<file path="config.mk">
export PLATFORM = sky130hd
export DESIGN_NAME = sample_packer
export DESIGN_NICKNAME = d
export VERILOG_FILES = /design/src/rtl/sample_packer_pkg.sv /design/src/rtl/sample_packer_slot_shifter.sv /design/src/rtl/sample_packer.sv
export SDC_FILE = /design/constraint.sdc
export NUM_CORES = 1
export LEC_CHECK = 0
export ABC_AREA = 1
export CAP_MARGIN = 20
export CORE_UTILIZATION = 50
export CTS_BUF_LIST = sky130_fd_sc_hd__clkbuf_8
export DETAILED_ROUTE_END_ITERATION = 8
export PLACE_DENSITY = 0.87
export SLEW_MARGIN = 30
export SYNTH_ARGS = -nofsm -noshare
export SYNTH_HDL_FRONTEND = slang
export SYNTH_HIERARCHICAL = 1
export SYNTH_SLANG_ARGS = --single-unit
export TNS_END_PERCENT = 5
</file>
<file path="constraint.sdc">
create_clock -name clk -period 5.52 [get_ports clk]
set_clock_uncertainty 0.2 [all_clocks]
set_input_delay 1.104 -clock clk [delete_from_list [all_inputs] [get_ports clk]]
set_output_delay 1.104 -clock clk [all_outputs]
set_load 0.1 [all_outputs]
</file>
<file path="src/rtl/sample_packer_pkg.sv">
// Shared widths, FSM state encoding and the flush padding helper for sample_packer.
package sample_packer_pkg;
    localparam int SAMPLE_W = 12;
    localparam int WORD_W   = 36;
    localparam int ADDR_W   = 19;
    localparam int SLOTS    = 3;

    typedef enum logic [2:0] {
        IDLE,
        REC,
        WR,
        PLAY,
        RD_ISSUE,
        RD_WAIT,
        FLUSH
    } state_t;

    // Zero every slot at or beyond the fill count so a partial word flushes clean.
    function automatic logic [WORD_W-1:0] pad_word(input logic [WORD_W-1:0] word,
                                                   input logic [1:0] filled);
        logic [WORD_W-1:0] result;
        result = word;
        if (filled < 2'd3) result[SAMPLE_W-1:0] = '0;
        if (filled < 2'd2) result[2*SAMPLE_W-1:SAMPLE_W] = '0;
        if (filled < 2'd1) result[WORD_W-1:2*SAMPLE_W] = '0;
        return result;
    endfunction
endpackage

</file>
<file path="src/rtl/sample_packer_slot_shifter.sv">
// Three-slot sample register: packs recorded samples into a word, or unpacks a read word by slot.
module sample_packer_slot_shifter
    import sample_packer_pkg::*;
(
    input  logic                clk,
    input  logic                reset,
    input  logic                store,
    input  logic [1:0]          slot,
    input  logic [SAMPLE_W-1:0] sample_in,
    input  logic                load,
    input  logic [WORD_W-1:0]   word_in,
    output logic [WORD_W-1:0]   word,
    output logic [SAMPLE_W-1:0] sample_sel
);
    logic [SAMPLE_W-1:0] slot0;
    logic [SAMPLE_W-1:0] slot1;
    logic [SAMPLE_W-1:0] slot2;

    // A full-word load from memory takes priority over a single-slot store.
    always_ff @(posedge clk) begin
        if (reset) begin
            slot0 <= '0;
            slot1 <= '0;
            slot2 <= '0;
        end else if (load) begin
            slot0 <= word_in[WORD_W-1 -: SAMPLE_W];
            slot1 <= word_in[2*SAMPLE_W-1 -: SAMPLE_W];
            slot2 <= word_in[SAMPLE_W-1:0];
        end else if (store) begin
            case (slot)
                2'd0:    slot0 <= sample_in;
                2'd1:    slot1 <= sample_in;
                2'd2:    slot2 <= sample_in;
                default: ;
            endcase
        end
    end

    assign word = {slot0, slot1, slot2};

    always_comb begin
        case (slot)
            2'd1:    sample_sel = slot1;
            2'd2:    sample_sel = slot2;
            default: sample_sel = slot0;
        endcase
    end
endmodule

</file>
<file path="src/rtl/sample_packer.sv">
// Packs three 12-bit audio samples per 36-bit ZBT word for record, and unpacks them for playback.
module sample_packer
    import sample_packer_pkg::*;
#(
    parameter int RD_LAT = 2
) (
    input  logic                clk,
    input  logic                reset,
    input  logic                ready,
    input  logic                start_song,
    input  logic                pause_song,
    input  logic                record_mode,
    input  logic                song_done,
    input  logic [ADDR_W-1:0]   mem_address,
    input  logic [SAMPLE_W-1:0] sample_in,
    output logic [SAMPLE_W-1:0] sample_out,
    output logic [ADDR_W-1:0]   ram_addr,
    output logic                ram_we,
    output logic [WORD_W-1:0]   ram_wdata,
    input  logic [WORD_W-1:0]   ram_rdata,
    output logic                busy
);
    state_t              state;
    state_t              state_next;
    logic [1:0]          slot;
    logic                record_q;
    logic [ADDR_W-1:0]   word_addr;
    logic [ADDR_W-1:0]   ram_addr_hold;
    logic [7:0]          wait_cnt;
    logic                load_pending;
    logic [SAMPLE_W-1:0] sample_hold;
    logic                accepted;
    logic                wait_done;
    logic                capture;
    logic                store;
    logic [WORD_W-1:0]   word;
    logic [SAMPLE_W-1:0] sample_sel;

    assign accepted  = ready & ~pause_song & ~song_done & ~start_song &
                       ((state == REC) | (state == PLAY));
    assign wait_done = (wait_cnt == 8'(RD_LAT - 1));
    assign capture   = (state == RD_WAIT) & wait_done & ~song_done & ~start_song;
    assign store     = accepted & record_q;

    sample_packer_slot_shifter u_shifter (
        .clk        (clk),
        .reset      (reset),
        .store      (store),
        .slot       (slot),
        .sample_in  (sample_in),
        .load       (capture),
        .word_in    (ram_rdata),
        .word       (word),
        .sample_sel (sample_sel)
    );

    always_ff @(posedge clk) begin
        if (reset) state <= IDLE;
        else       state <= state_next;
    end

    // start_song overrides everything, including a ready on the same edge.
    always_comb begin
        state_next = state;
        if (start_song) begin
            state_next = record_mode ? REC : PLAY;
        end else begin
            case (state)
                IDLE:     state_next = IDLE;
                REC:      if (song_done)                       state_next = (slot != 2'd0) ? FLUSH : IDLE;
                          else if (accepted && slot == 2'd2)   state_next = WR;
                WR:       state_next = REC;
                PLAY:     if (song_done)                       state_next = IDLE;
                          else if (accepted && slot == 2'd0)   state_next = RD_ISSUE;
                RD_ISSUE: state_next = song_done ? IDLE : RD_WAIT;
                RD_WAIT:  if (song_done)                       state_next = IDLE;
                          else if (wait_done)                  state_next = PLAY;
                FLUSH:    state_next = IDLE;
                default:  state_next = IDLE;
            endcase
        end
    end

    always_comb begin
        ram_we    = 1'b0;
        ram_addr  = ram_addr_hold;
        ram_wdata = '0;
        busy      = 1'b0;
        case (state)
            WR: begin
                ram_we    = 1'b1;
                ram_addr  = word_addr;
                ram_wdata = word;
                busy      = 1'b1;
            end
            FLUSH: begin
                ram_we    = 1'b1;
                ram_addr  = word_addr;
                ram_wdata = pad_word(word, slot);
                busy      = 1'b1;
            end
            RD_ISSUE: begin
                ram_addr = word_addr;
                busy     = 1'b1;
            end
            RD_WAIT: busy = 1'b1;
            default: ;
        endcase
        sample_out = (state == IDLE || state == REC || song_done) ? '0 : sample_hold;
    end

    // The address bus keeps its last driven value between memory cycles.
    always_ff @(posedge clk) begin
        if (reset) begin
            ram_addr_hold <= '0;
            slot          <= 2'd0;
            record_q      <= 1'b0;
            word_addr     <= '0;
            wait_cnt      <= 8'd0;
            load_pending  <= 1'b0;
            sample_hold   <= '0;
        end else begin
            if (state == WR || state == FLUSH || state == RD_ISSUE) ram_addr_hold <= word_addr;

            if (start_song)                slot <= 2'd0;
            else if (accepted)             slot <= (slot == 2'd2) ? 2'd0 : slot + 2'd1;
            else if (state_next == IDLE)   slot <= 2'd0;

            if (start_song) record_q <= record_mode;

            if (accepted && slot == 2'd0) word_addr <= mem_address;

            wait_cnt <= (state == RD_WAIT) ? wait_cnt + 8'd1 : 8'd0;

            if (start_song || state_next == IDLE)                 load_pending <= 1'b0;
            else if (capture)                                     load_pending <= 1'b1;
            else if (load_pending && state == PLAY && !pause_song) load_pending <= 1'b0;

            // Slot 0 appears one cycle after the word lands; slots 1 and 2 follow on ready.
            if (start_song) begin
                sample_hold <= '0;
            end else if (state == PLAY && !pause_song && !song_done) begin
                if (load_pending)                         sample_hold <= word[WORD_W-1 -: SAMPLE_W];
                else if (accepted && !record_q && slot != 2'd0) sample_hold <= sample_sel;
            end
        end
    end
endmodule

</file>
==> out/results.ini, run 1 <==
[outcome]
status=finished clean

[final_layout]
final_cell_area_sq_um=6800
finalNonFillerCells=1071
area_growth_pct=27.5
antenna_cells=0
drive_above_1_share_pct=12.1
nets=1010

[placement]
gp_congestion=0.902
port_buffers=142
dp_slack_ns=1.66
dp_hpwl_um=10500
dp_cells=1055
place_area_sq_um=6620

[timing]
slew_violations=0
fin_crit_sh_pct=75.1
min_period_ns=4.14
timing.final.ws_setup_ns=1.38
rsz0062_at_grt=no
fmax_ghz=0.241
setup_viol=0
fin_tns_setup_ns=0
tightest_slew_ns=0.980
max-slew-margin-rel_pct=34.4
hold_viol=0

[yosys]
async_reset_ff_share_pct=0
synth_top_area_share_pct=37.9
synth_edf_count=0
syn_avg_cell_area_sq_um=6.52
synthCells=817
syn_area_sq_um=5330
yosys-top-cells-area=dfxtp_1 (38%), nand2_1 (14%), a21oi_1 (7.9%)
synth-seq-cells=101
yosysTopAreaCell=dfxtp_1
ys_types=33
syn_nets=897
yosysWarnings=6
ys_seq_area_share_pct=37.9
ys.flop_type=dfxtp_1

[hold_path]
min_from=sample_hold[3]
min_to=sample_hold[3]
hold_class=flip-flop to flip-flop
worstHoldPathCells=2

[setup_path]
crit_path_start_kind=flip-flop
critPathCaptureType=output port
r2r-start=state[0]
reg2reg_depth=10
r2r_slack_ns=2.94
r2r-end=u_shifter/slot2[4]
worstPathRequired_ns=4.22
crit_fanout=12
critPathLaunch=slot[0]
critPathKind=flip-flop to output port
critPathArrivalTime_ns=2.84

[route]
dr.pass1.iters=5
routedWlPerCell_um=13.4
post-route-drc-count=0
routed_wl_um=14400
ant_nets=0
via_per_inst=5.13
vias=5489
drt_iter0_markers=460

[pwr]
ir_worst_vdd_uv=118
leakagePower_nw=2.62
power_density_nw_per_um2=209
power_mw=1.42

[cts]
cts_setup_buffers=0
clock_sinks=101
ctsHtreeMaxLevel=3
cts_tree=yes
cts-resized-gates=0
cts-root-buf=clkbuf_8
clk_latency_ns=0.38
hold_buffers=0
numCtsBuffers=9
clkTransAtPathRegs_ns=0.10
clockBufferDepth=2

[die]
dieWidth_um=105
num_io_pins=143
start_util_pct=51.6
die_area_sq_um=11100
core_sq_um=10300
row_count=37
die_height_um=105

[global_route]
track_usage_pct=26.5
grt_pass1_wl_um=23400
grt_pass1_vias=4770
grt_max_degree=58
grt-ovfl-total=0
antenna_found_initial=0

[flow_run]
drv_cap=0

==> critical path, cell delays in order (launching register included) <==
cell and delay [ns]:
dfxtp_1 0.44, inv_1 0.08, o21ai_0 0.28, nand2_1 0.31, nor2_1 0.21, clkdlybuf4s50_1 1.16
==> layout make-up <==
class	count	area, sq um
fill	930	3530
clock inverter	7	57.6
clock buffer	9	124
multi-input combinational	564	2660
sequential	101	2020
inverter	106	410
tap	136	170
timing repair buffer	148	1350
==> kinds of logic after synthesis <==
kind of cell | count (synthesis) | share of synthesized area, %
adders and majority gates | 6 | 1.41
xor gates and xnor gates | 2 | 0.329
and+or+nand+nor | 392 | 31.1
AOI/OAI and AO/OA | 164 | 17.0
buffers and inverters | 152 | 12.2
DFF | 101 | 37.9
==> placed cells by master (no fill, tap or decap), types with 13 or more instances in the layout <==
cell             count
buf_4               49
nand2_1            200
a211oi_1            20
o21ai_0             36
nand3_1             44
nor2_1             100
a31oi_1             17
a21oi_1             84
or2_2               21
dfxtp_1            101
clkdlybuf4s50_1     98
inv_1              100
nand2_2             13
==> state kept, by name (all words and copies together) (netlist names) <==
| name | cells |
|---|---|
| u_shifter/slot2 | 12 |
| u_shifter/slot0 | 12 |
| u_shifter/slot1 | 12 |
| record_q | 1 |
| slot | 2 |
| word_addr | 19 |
| state | 3 |
| ram_addr_hold | 19 |
| wait_cnt | 8 |
| sample_hold | 12 |
| load_pending | 1 |
==> stage by stage <==
stage / utilization, % / hold slack [ns]
3_3_place_gp: 64.1 / 0.246
5_1_grt: 65.8 / 0.294
6_report: 65.8 / 0.263
4_1_cts: 65.8 / 0.261
2_1_floorplan: - / 0.230
3_5_place_dp: 64.1 / 0.247
==> worst max-delay path by stage <==
stage                          to  slack [ns]  cells past startpoint
floorplan           ram_wdata[24]        1.08                      5
CTS                  ram_wdata[4]        1.39                      5
finish               ram_wdata[4]        1.38                      5
detailed placement  sample_out[5]        1.66                      4
global placement    sample_out[5]        1.68                      4
global route         ram_wdata[4]        1.21                      5
==> cell usage after synthesis (3+ instances only) <==
master	n
nor3_1	4
nor2_1	101
inv_1	100
nand3_1	44
a31oi_1	17
o21ai_1	6
nand2_1	200
ha_1	6
or2_2	21
buf_4	5
a211oi_1	20
nand2_2	13
a21oi_1	84
buf_2	12
dfxtp_1	101
buf_6	3
o21ai_0	36
buf_1	5
inv_2	3
clkbuf_1	20
==> power by group <==
group | switching, mW | internal (mW) | total, mW | leakage [nW]
Combinational | 0.150 | 0.0847 | 0.235 | 1.71
Sequential | 0.00409 | 0.738 | 0.742 | 0.816
Clock | 0.276 | 0.170 | 0.446 | 0.0881
==> metal layers <==
layer	GRT usage [%]	part of all wire, %	wire [um]
met2	40.2	45	6420
met5	0	0	0
met1	37.3	45	6430
met4	9.96	2.7	395
met3	4.82	8.0	1150
Power figures use the tool's default switching activity.
==> run 2, diff against run 1 <==
Clock period 5.52 ns to 4.3 ns, I/O delays scaled along.
==> run 2 against run 1 <==
Non-clock buffer count unchanged. Clock-buffer cell count unchanged. Sequential cell count is the same. Sequential power grew 28%.
==> out/results.ini, run 2 (synthesis gave the netlist of run 1 again) <==
[placement]
place_area_sq_um=6600  ; was 6620 sq um
port_buffers=142  ; unchanged
dp_hpwl_um=10500  ; about the same
gp_congestion=0.931  ; was 0.902

[setup_path]
r2r-end=u_shifter/slot0[4]  ; was u_shifter/slot2[4]
worstPathRequired_ns=3.24  ; was 4.22 ns
crit_path_start_kind=primary input  ; was flip-flop
reg2reg_depth=11  ; was 10
r2r_slack_ns=1.91  ; was 2.94 ns
critPathCaptureType=output port  ; unchanged
critPathArrivalTime_ns=2.28  ; was 2.84 ns
critPathKind=primary input to output port  ; was flip-flop to output port
crit_fanout=12  ; unchanged
r2r-start=state[0]  ; unchanged

[final_layout]
fillers=931  ; was 930
layout_common_cells=nand2_1 (200), dfxtp_1 (101), inv_1 (100), nor2_1 (100), a21oi_1 (84)  ; was nand2_1 (200), dfxtp_1 (101), inv_1 (100), nor2_1 (100), clkdlybuf4s50_1 (98)
reg_top3=ram_addr_hold (19), word_addr (19)  ; unchanged
final_common_cell=nand2_1  ; unchanged
multiInputGateArea_sq_um=2660  ; unchanged
drive_above_1_share_pct=14.8  ; was 12.1%
area_growth_pct=27.7  ; was 27.5%
antenna_cells=0  ; unchanged
nets=1010  ; unchanged
final_cell_area_sq_um=6810  ; was 6800 sq um
register_area_sq_um=2020  ; unchanged

[outcome]
status=finished clean  ; unchanged

[route]
drt_iter0_markers=480  ; was 460
routedWlPerCell_um=13.2  ; was 13.4 um
via_per_inst=5.16  ; was 5.13
ant_nets=0  ; unchanged
dr.pass1.iters=5  ; unchanged
routed_wl_um=14100  ; was 14400 um
post-route-drc-count=0  ; unchanged
vias=5524  ; was 5489

[pwr]
seq_power_share_pct=51.4  ; was 52.2%
power.internal_mw=1.29  ; was 0.993 mW
ir_worst_vdd_uv=187  ; was 118 uV
p_clk_share_pct=32.3  ; was 31.3%
p_comb_share_pct=16.3  ; was 16.5%
p_sw_mw=0.567  ; was 0.430 mW
swShare_pct=30.6  ; was 30.2%
leakagePower_nw=2.69  ; was 2.62 nW
power_density_nw_per_um2=272  ; was 209 nW/um^2

[die]
die_height_um=105  ; unchanged
dieWidth_um=105  ; unchanged
die_area_sq_um=11100  ; unchanged
start_util_pct=51.6  ; unchanged
num_io_pins=143  ; unchanged
row_count=37  ; unchanged
core_sq_um=10300  ; unchanged

[timing]
fin_crit_sh_pct=77.6
rsz0062_at_grt=no  ; unchanged
max-slew-margin-rel_pct=35.6  ; was 34.4%
fmax_ghz=0.300
min_period_ns=3.34
hold_viol=0  ; unchanged
tightest_slew_ns=0.963  ; was 0.980 ns
setup_viol=0  ; unchanged
slew_violations=0  ; unchanged
fin_tns_setup_ns=0  ; unchanged

[hold_path]
hold_class=flip-flop to flip-flop  ; unchanged
min_from=sample_hold[8]  ; was sample_hold[3]
worstHoldPathCells=2  ; unchanged
min_to=sample_hold[8]  ; was sample_hold[3]

[global_route]
grt-ovfl-total=0  ; unchanged
grt_pass1_vias=4997  ; was 4770
track_usage_pct=25.9  ; was 26.5%
grt_max_degree=58  ; unchanged
grt_pass1_wl_um=23400  ; about the same
antenna_found_initial=0  ; unchanged

[cts]
clockBufferDepth=2  ; unchanged
clkTransAtPathRegs_ns=0.10  ; about the same
clk_latency_ns=0.37  ; was 0.38 ns
cts-root-buf=clkbuf_8  ; unchanged
hold_buffers=0  ; unchanged
clock_sinks=101  ; unchanged
cts_setup_buffers=0  ; unchanged
numCtsBuffers=9  ; unchanged
ctsHtreeMaxLevel=3  ; unchanged
cts-resized-gates=0  ; unchanged
cts_tree=yes  ; unchanged

[flow_run]
drv_cap=0  ; unchanged

run 2: cell count changes in the layout (fill, tap and decap cells not counted), sizes merged:
| cell | previous run | this run |
|---|---|---|
| buf | 50 | 75 |
| clkdlybuf4s50 | 98 | 73 |
| clkinv | 3 | 5 |
| clkinvlp | 2 | 0 |
run 2: final cells by class:
type | instances | area share [%]
Tap cell | 136 | 2.50
Clock inverter | 7 | 1.16
Sequential cell | 101 | 29.7
Timing Repair Buffer | 148 | 19.7
Inverter | 106 | 6.03
Clock buffer | 9 | 1.82
Multi-Input combinational cell | 564 | 39.1
run 2: worst max-delay path by stage:
stage	slack [ns]	cells after the start	endpoint	startpoint
after floorplan	0.10	5	ram_wdata[24]	state[0]
after global placement	0.95	4	sample_out[5]	song_done
after detailed placement	0.95	4	sample_out[5]	song_done
after CTS	0.94	4	sample_out[5]	song_done
after global routing	0.86	7	ram_addr[10]	state[2]
final	0.96	4	sample_out[5]	song_done
run 2: power by group through the flow:
| stage | clock (mW) | sequential (mW) | combinational, mW |
|---|---|---|---|
| global route | 0.647 | 0.955 | 0.323 |
| global placement | 0 | 0.974 | 0.300 |
| CTS | 0.608 | 0.953 | 0.303 |
| detailed placement | 0 | 0.974 | 0.302 |
| floorplan | 0 | 0.972 | 0.193 |
| finish | 0.598 | 0.953 | 0.303 |
run 2: metal layers:
metal	GRT usage [%]	vias up	wire length, um
met5	0	-	0
met4	7.55	0	257
met3	4.51	23	1030
met2	41.4	243	6520
met1	35.8	2457	6320
li1	-	2801	-
run 2: worst max-delay path, cell delays in order:
cell,delay [ns]
clkdlybuf4s50_1,0.53
or2_2,0.45
nor2_1,0.13
buf_4,0.30
run 2: stage by stage:
stage / util [%] / setup WS, ns / power, mW / hold slack (ns) / instances
finish: 65.9 / 0.961 / 1.85 / 0.262 / 1071
global route: 65.9 / 0.856 / 1.92 / 0.277 / 1071
CTS: 65.9 / 0.942 / 1.86 / 0.265 / 1071
detailed placement: 64.0 / 0.951 / 1.28 / 0.249 / 1055
global placement: 64.0 / 0.947 / 1.27 / 0.246 / 1055
floorplan: - / 0.100 / 1.16 / 0.230 / 817
==> run 3, diff against run 2 <==
Clock period 4.3 ns to 3.2 ns, I/O delays scaled along.
==> run 3 against run 2 <==
Non-clock buffer count grew 3. Die area unchanged. Final cell count up 0.37%. Power rose by 39%. Critical path type unchanged. Largest cell class unchanged. Highest routed layer unchanged.
==> out/results.ini, run 3 (synthesis gave the netlist of run 1 again) <==
[die]
start_util_pct=51.6  ; unchanged
die_height_um=105  ; unchanged
num_io_pins=143  ; unchanged
die_area_sq_um=11100  ; unchanged
core_sq_um=10300  ; unchanged
row_count=37  ; unchanged
dieWidth_um=105  ; unchanged

[timing]
setup_viol=0  ; unchanged
slew_violations=0  ; unchanged
hold_viol=0  ; unchanged
tightest_slew_ns=0.672  ; was 0.963 ns
rsz0062_at_grt=no  ; unchanged
min_period_ns=2.94
max-slew-margin-rel_pct=55.1  ; was 35.6%
fmax_ghz=0.340
fin_tns_setup_ns=0  ; unchanged
timing.final.ws_setup_ns=0.257  ; was 0.961 ns
fin_crit_sh_pct=92.0

[setup_path]
reg2reg_depth=9  ; was 11
critPathArrivalTime_ns=2.10  ; was 2.28 ns
critPathKind=primary input to output port  ; unchanged
worstPathRequired_ns=2.36  ; was 3.24 ns
crit_fanout=12  ; unchanged
critPathCaptureType=output port  ; unchanged
cp-endpoint=sample_out[9]  ; was sample_out[5]
r2r_slack_ns=0.92  ; was 1.91 ns
r2r-end=u_shifter/slot0[2]  ; was u_shifter/slot0[4]
critPathLaunch=song_done  ; unchanged
r2r-start=state[2]  ; was state[0]
crit_path_start_kind=primary input  ; unchanged

[placement]
dp_slack_ns=0.235  ; was 0.951 ns
port_buffers=142  ; unchanged
dp_hpwl_um=11200  ; was 10500 um
place_area_sq_um=7460  ; was 6600 sq um
gp_congestion=0.921  ; was 0.931

[global_route]
track_usage_pct=27.9  ; was 25.9%
antenna_found_initial=1  ; was 0
grt_max_degree=58  ; unchanged
grt_pass1_vias=5235  ; was 4997
grt-ovfl-total=0  ; unchanged
grt_pass1_wl_um=24700  ; was 23400 um

[route]
ant_nets=0  ; unchanged
post-route-drc-count=0  ; unchanged
dr.pass1.iters=6  ; was 5
via_per_inst=5.24  ; was 5.16
routed_wl_um=15200  ; was 14100 um
drt_iter0_markers=510  ; was 480
routedWlPerCell_um=14.1  ; was 13.2 um
vias=5635  ; was 5524

[cts]
clock_sinks=101  ; unchanged
clk_latency_ns=0.37  ; about the same
clockBufferDepth=2  ; unchanged
cts_setup_buffers=0  ; unchanged
hold_buffers=0  ; unchanged
cts_tree=yes  ; unchanged
numCtsBuffers=9  ; unchanged
cts-root-buf=clkbuf_8  ; unchanged
cts-resized-gates=0  ; unchanged
ctsHtreeMaxLevel=3  ; unchanged
clkTransAtPathRegs_ns=0.10  ; about the same

[pwr]
power_density_nw_per_um2=336  ; was 272 nW/um^2
leakagePower_nw=2.88  ; was 2.69 nW
ir_worst_vdd_uv=221  ; was 187 uV

[final_layout]
final_cell_area_sq_um=7660  ; was 6810 sq um
final_common_cell=nand2_1  ; unchanged
fin_util_pct=74.2  ; was 65.9%
drive_above_1_share_pct=16.0  ; was 14.8%
layout_common_cells=nand2_1 (200), inv_1 (101), dfxtp_1 (101)  ; was nand2_1 (200), dfxtp_1 (101), inv_1 (100), nor2_1 (100), a21oi_1 (84)
area_growth_pct=43.7  ; was 27.7%
nets=1013  ; was 1010
reg_top3=ram_addr_hold (19), word_addr (19)  ; unchanged

[hold_path]
hold_class=flip-flop to flip-flop  ; unchanged

[flow_run]
drv_cap=0  ; unchanged

[outcome]
status=finished clean  ; unchanged

[run 3: power breakdown]
part	internal (mW)	leakage, nW	switching, mW	total [mW]
clock network	0.366	0.0990	0.459	0.825
logic	0.193	1.97	0.272	0.466
registers	1.27	0.816	0.00698	1.28
total	1.83	2.88	0.738	2.57
[run 3: per-layer routing]
metal / up-vias / track usage (%) / wire, um
met2: 293 / 45.8 / 7090
met4: 0 / 12.4 / 474
met5: - / 0 / 0
met1: 2495 / 36.0 / 6300
met3: 38 / 4.64 / 1310
li1: 2809 / - / -
[run 3: area by class of cell]
class / instances / area [sq um]
well taps: 136 / 170
clock buffers: 9 / 124
inverters: 106 / 410
multi-input cells: 564 / 2680
repair buffers: 151 / 2170
diodes: 1 / 2.50
flip-flops and latches: 101 / 2020
clock inverters: 7 / 73.8
fillers: 751 / 2670
[run 3: per-stage QoR]
stage          cells  hold slack (ns)  power, mW
4_1_cts         1074            0.261       2.58
5_1_grt         1075            0.279       2.65
2_1_floorplan    817            0.230       1.56
6_report        1075            0.263       2.57
3_3_place_gp    1058            0.247       1.77
3_5_place_dp    1058            0.247       1.77
[run 3: worst max-delay path, cell delays in order]
cell             delay (ns)
clkdlybuf4s50_1        0.53
or2_2                  0.45
nor2_1                 0.27
buf_12                 0.22
[run 3: worst min path at each step]
stage,slack [ns],cells past startpoint,start,endpoint
3_3_place_gp,0.25,2,sample_hold[1],sample_hold[1]
3_5_place_dp,0.25,2,sample_hold[7],sample_hold[7]
5_1_grt,0.28,2,sample_hold[7],sample_hold[7]
4_1_cts,0.26,2,sample_hold[7],sample_hold[7]
6_report,0.26,2,sample_hold[6],sample_hold[6]
2_1_floorplan,0.23,2,sample_hold[1],sample_hold[1]
